## src/rtl/operand_entry_fsm.sv

```systemverilog
// Pushbutton/switch front end: synchronizes and debounces DE2 inputs, walks the user
// through operand A, operand B and opcode entry, then offers the result on a valid/ready port.
module operand_entry_fsm #(
  parameter int DEBOUNCE_CYCLES = 250000
) (
  input  logic        CLOCK_50,
  input  logic        nRST,
  input  logic [3:0]  KEY,
  input  logic [17:0] SW,
  output logic [31:0] port_a,
  output logic [31:0] port_b,
  output logic [3:0]  op,
  output logic        req_valid,
  input  logic        req_ready,
  output logic [1:0]  entry_st,
  output logic [7:0]  txn_count
);

  localparam int CNT_W = $clog2(DEBOUNCE_CYCLES);
  localparam logic [CNT_W-1:0] CNT_MAX = CNT_W'(DEBOUNCE_CYCLES - 1);

  typedef enum logic [1:0] {
    S_A     = 2'd0,
    S_B     = 2'd1,
    S_OP    = 2'd2,
    S_ISSUE = 2'd3
  } state_t;

  logic [3:0]             key_meta_q, key_sync_q;
  logic [17:0]            sw_meta_q, sw_sync_q;
  logic [3:0]             deb_q, deb_d;
  logic [3:0]             press_q, press_d;
  logic [CNT_W-1:0]       cnt_q [4];
  logic [CNT_W-1:0]       cnt_d [4];

  state_t                 state_q, state_d;
  logic [31:0]            port_a_q, port_a_d;
  logic [31:0]            port_b_q, port_b_d;
  logic [3:0]             op_q, op_d;
  logic                   req_valid_q, req_valid_d;
  logic [7:0]             txn_count_q, txn_count_d;

  logic [31:0]            operand;
  logic                   enter, back, clr;
  logic                   unused_inputs;

  assign unused_inputs = ^{press_q[2], sw_sync_q[17]};

  // Keys idle high, so synchronizers and debounced levels reset to "released".
  always_ff @(posedge CLOCK_50 or negedge nRST) begin
    if (!nRST) begin
      key_meta_q <= 4'hF;
      key_sync_q <= 4'hF;
      sw_meta_q  <= '0;
      sw_sync_q  <= '0;
      deb_q      <= 4'hF;
      press_q    <= '0;
      for (int i = 0; i < 4; i++) cnt_q[i] <= '0;
    end else begin
      key_meta_q <= KEY;
      key_sync_q <= key_meta_q;
      sw_meta_q  <= SW;
      sw_sync_q  <= sw_meta_q;
      deb_q      <= deb_d;
      press_q    <= press_d;
      for (int i = 0; i < 4; i++) cnt_q[i] <= cnt_d[i];
    end
  end

  always_comb begin
    deb_d = deb_q;
    for (int i = 0; i < 4; i++) begin
      cnt_d[i] = '0;
      if (key_sync_q[i] != deb_q[i]) begin
        if (cnt_q[i] == CNT_MAX) begin
          deb_d[i] = key_sync_q[i];
        end else begin
          cnt_d[i] = cnt_q[i] + CNT_W'(1);
        end
      end
    end
    press_d = deb_q & ~deb_d;
  end

  assign operand = {{16{sw_sync_q[16]}}, sw_sync_q[15:0]};
  assign enter   = press_q[0];
  assign back    = press_q[1];
  assign clr     = press_q[3];

  // A handshake in S_ISSUE is counted even when a clear lands in the same cycle.
  always_comb begin
    state_d     = state_q;
    port_a_d    = port_a_q;
    port_b_d    = port_b_q;
    op_d        = op_q;
    txn_count_d = txn_count_q;

    if (state_q == S_ISSUE && req_ready) begin
      txn_count_d = txn_count_q + 8'd1;
    end

    if (clr) begin
      state_d  = S_A;
      port_a_d = '0;
      port_b_d = '0;
      op_d     = '0;
    end else begin
      case (state_q)
        S_A: begin
          if (enter) begin
            port_a_d = operand;
            state_d  = S_B;
          end
        end
        S_B: begin
          if (back) begin
            state_d = S_A;
          end else if (enter) begin
            port_b_d = operand;
            state_d  = S_OP;
          end
        end
        S_OP: begin
          if (back) begin
            state_d = S_B;
          end else if (enter) begin
            op_d    = sw_sync_q[3:0];
            state_d = S_ISSUE;
          end
        end
        S_ISSUE: begin
          if (req_ready) state_d = S_A;
        end
        default: state_d = S_A;
      endcase
    end

    req_valid_d = (state_d == S_ISSUE);
  end

  always_ff @(posedge CLOCK_50 or negedge nRST) begin
    if (!nRST) begin
      state_q     <= S_A;
      port_a_q    <= '0;
      port_b_q    <= '0;
      op_q        <= '0;
      req_valid_q <= 1'b0;
      txn_count_q <= '0;
    end else begin
      state_q     <= state_d;
      port_a_q    <= port_a_d;
      port_b_q    <= port_b_d;
      op_q        <= op_d;
      req_valid_q <= req_valid_d;
      txn_count_q <= txn_count_d;
    end
  end

  assign port_a    = port_a_q;
  assign port_b    = port_b_q;
  assign op        = op_q;
  assign req_valid = req_valid_q;
  assign entry_st  = state_q;
  assign txn_count = txn_count_q;

endmodule

```

## config.mk

```make
export PLATFORM = sky130hd
export DESIGN_NAME = operand_entry_fsm
export DESIGN_NICKNAME = d
export VERILOG_FILES = /design/src/rtl/operand_entry_fsm.sv
export SDC_FILE = /design/constraint.sdc
export NUM_CORES = 1
export LEC_CHECK = 0
export ABC_CLOCK_PERIOD_IN_PS = 2400
export BUFFER_PORTS_ARGS = -buffer_cell sky130_fd_sc_hd__buf_2
export CORE_UTILIZATION = 55
export CTS_CLUSTER_SIZE = 16
export DETAILED_ROUTE_END_ITERATION = 7
export PLACE_DENSITY = 0.78
export SKIP_CTS_REPAIR_TIMING = 1
export SYNTH_ARGS = -nofsm -noshare
export SYNTH_HDL_FRONTEND = slang
export SYNTH_SLANG_ARGS = --single-unit
```

## constraint.sdc

```tcl
create_clock -name CLOCK_50 -period 2.4 [get_ports CLOCK_50]
set_clock_uncertainty 0.1 [all_clocks]
set_input_delay 0.48 -clock CLOCK_50 [delete_from_list [all_inputs] [get_ports CLOCK_50]]
set_output_delay 0.48 -clock CLOCK_50 [all_outputs]
set_load 0.02 [all_outputs]
```

==> results.md <==
- Worst Tran Pin Value: 0.595 ns
- Setup slack after layout: 0.436 ns
- Max layer used: met4
- Post-Syn Nets: 599
- Outcome: complete, no violations
- Period utilisation layout: 81.8%
- Worst skew pair latency: 0.42 ns
- Synth Flop Type: dfrtp_1
- Gr ovfl total: 0
- PD cells: 772 nW/µm²
- TNS Setup: 0 ns
- Logic pwr share: 4.3%
- Worst-path clk slew: 0.06 ns
- Diode count: 0
- FF+latch area: 3740 µm²
- Setup Crit Path Kind: reg -> reg
- Setup slack at placement: 0.470 ns
- Full die area: 11800 µm²
- Leak pwr: 3.45 nW
- CP startpoint kind: register
- Sequential share of the synthesized area: 59.7%
- Seq pwr share: 46.8%
- Wirelength per Cell: 15.0 µm
- CTS buffer count: 17
- Via-to-Cell Ratio: 5.42
- Clock power frac: 48.8%
- Crit path DAT: 2.17 ns
- Commonest non-fill, non-tap cell in the layout: dfrtp_1
- Initial drt markers: 259
- Met3 WL: 638 µm
- Max clock buf depth: 2
- Flops & latches, synth: 149
- Clock Tree Root: clkbuf_16
- Met1 wire length: 5.31 mm
- Top post-synthesis cells by area: dfrtp_1, xnor2_1, nand2_1, dfstp_2, buf_4
- Area Overhead vs Synth: 17.4%
- Global-route wire length before repair: 20.0 mm
- Nets: 680
- Core Area: 11000 µm²
- # IOs: 104
- Reg2Reg Setup Slack: 0.44 ns
- Final setup viols: 0
- Vias: 4358
- Overall Global Routing Usage: 22.3%
- Commonest cells after routing, fill and taps aside: dfrtp_1, buf_2, nand2_1
- Mapped Cells: 570
- Crit Path Max Fanout: 10
- Final wirelength: 12.1 mm
- Routability cong.: 0.835
- Sw Share: 21.7%
- Die Y: 109 µm
- Initial DRT Pass Iterations: 4
- Layout cells sized above 1: 24.5%
- Post-DP HPWL: 7.81 mm
- Pint: 4.45 mW
- H-Tree Level Count: 4
- Largest net degree at the start of global routing: 58
- Port-buffer cells: 101
- FP Rows: 38
- Initial core utilization: 57.0%
- Unique masters post-synth: 45
- Area of the multi-input gates: 2190 µm²
- Fmax: 509 MHz
- P_sw: 1.23 mW
- Crit path time final: 1.96 ns
- CTS tree: yes
- Post-synth EDFFs: 0
- Hold Path Class: in -> reg
- Final slew viol count: 0
- R2R cell count: 5
- Die X: 109 µm
- Data required time of the critical path: 2.61 ns
- Initial antenna violation count: 0
- Max-Cap Viols: 0
- DRC: 0
- Hold Fails Final Rpt: 0
- Relative slew slack: 60.3%
- Antenna Nets Post-Route: 0
- Critical path capture point type: register
- Synth Warn #: 0
- Number of global-route vias before repair: 4251
- CTS sink cnt: 149
- Synth area leader: dfrtp_1
- Area share of the largest cell type after synthesis: 55.9%
- Synth Area per Inst: 11.0 µm²
- RSZ-0062 raised after global routing: no
- Area of the mapped netlist: 6260 µm²
- Worst vdd ir: 0.984 mV
- Hold path depth: 1
- Asr flop ratio synth: 100%
- Metal2 WL: 5.95 mm
- Fill cell count: 801
## layer usage
| layer | vias up | global-route usage (%) |
|---|---|---|
| li1 | 2073 | - |
| met1 | 2123 | 27.9 |
| met4 | 0 | 9.27 |
| met2 | 149 | 36.4 |
| met5 | - | 0 |
| met3 | 13 | 6.52 |
## Yosys cell counts (2+ instances only)
cell type and instances:
a21oi_1 24, and2_1 2, and3_1 6, and4_1 5, buf_2 3, buf_4 30, buf_6 2, clkbuf_1 13
dfrtp_1 140, dfstp_2 9, ha_1 4, inv_1 6, mux2_2 4, mux2i_1 5, nand2_1 67, nand2b_1 20
nand3_1 20, nand3b_1 2, nand4_1 21, nand4b_1 2, nor2_1 58, nor2b_1 3, nor3_1 8, nor3b_2 2
nor4_1 15, nor4b_1 3, nor4b_2 2, o21ai_0 23, o21ai_2 2, o31ai_1 2, or3_1 3, or4_1 2
xnor2_1 33, xor2_1 18
## power groups by stage
stage | combinational, mW | sequential [mW] | clock (mW)
detailed placement | 0.250 | 2.70 | 0
finish | 0.247 | 2.66 | 2.78
CTS | 0.252 | 2.66 | 2.82
floorplan | 0.0962 | 2.71 | 0
global route | 0.275 | 2.67 | 2.93
global placement | 0.240 | 2.70 | 0
## stage by stage
| step | hold slack (ns) | utilization, % | cell area (µm²) | total power [mW] | cells |
|---|---|---|---|---|---|
| 3_5_place_dp | 0.236 | 61.2 | 6730 | 2.95 | 771 |
| 4_1_cts | -0.0689 | 66.9 | 7350 | 5.73 | 803 |
| 6_report | 0.0541 | 67.0 | 7360 | 5.68 | 804 |
| 5_1_grt | 0.0446 | 67.0 | 7360 | 5.88 | 804 |
| 2_1_floorplan | 0.0844 | - | 6260 | 2.81 | 570 |
| 3_3_place_gp | 0.233 | 61.2 | 6730 | 2.94 | 771 |
## worst paths after layout
path	endpoint	startpoint
worst max-delay path	cnt_q[8]$_DFF_PN0_	cnt_q[0]$_DFF_PN0_
worst max register to register	cnt_q[8]$_DFF_PN0_	cnt_q[0]$_DFF_PN0_
min in group asynchronous	txn_count[4]$_DFFE_PN0P_	nRST
max in group asynchronous	cnt_q[15]$_DFF_PN0_	nRST
worst min-delay path	key_meta_q[1]$_DFF_PN1_	KEY[1]
worst min register to register	sw_sync_q[10]$_DFF_PN0_	sw_meta_q[10]$_DFF_PN0_
## cell type report
class | instances | area share, %
well taps | 140 | 2.38
flip-flops and latches | 149 | 50.8
inverters | 6 | 0.306
repair buffers | 110 | 8.25
clock buffers | 20 | 6.07
multi-input cells | 367 | 29.8
clock inverters | 12 | 2.38
## registers in the layout, summed over array words and instances (netlist names)
name and count:
cnt_q 54, deb_q 3, entry_st 2, key_meta_q 3
key_sync_q 3, op 4, port_a 17, port_b 17
press_q 3, req_valid 1, sw_meta_q 17, sw_sync_q 17
txn_count 8
## cell families after synthesis
kind of cell               synth area share, %
and+or+nand+nor                           20.2
muxes                                     1.52
AOI/OAI and AO/OA                         5.35
xor gates and xnor gates                  7.13
adders and majority gates                0.799
buffers and inverters                     5.33
DFF                                       59.7
## worst max-delay path: stages (launching register included)
cell and delay, ns:
dfrtp_1 0.39, ha_1 0.23, nand4_1 0.37, o21ai_2 0.46, buf_4 0.25, nor2_1 0.07
Note: power is estimated with default switching activity, not from simulation.
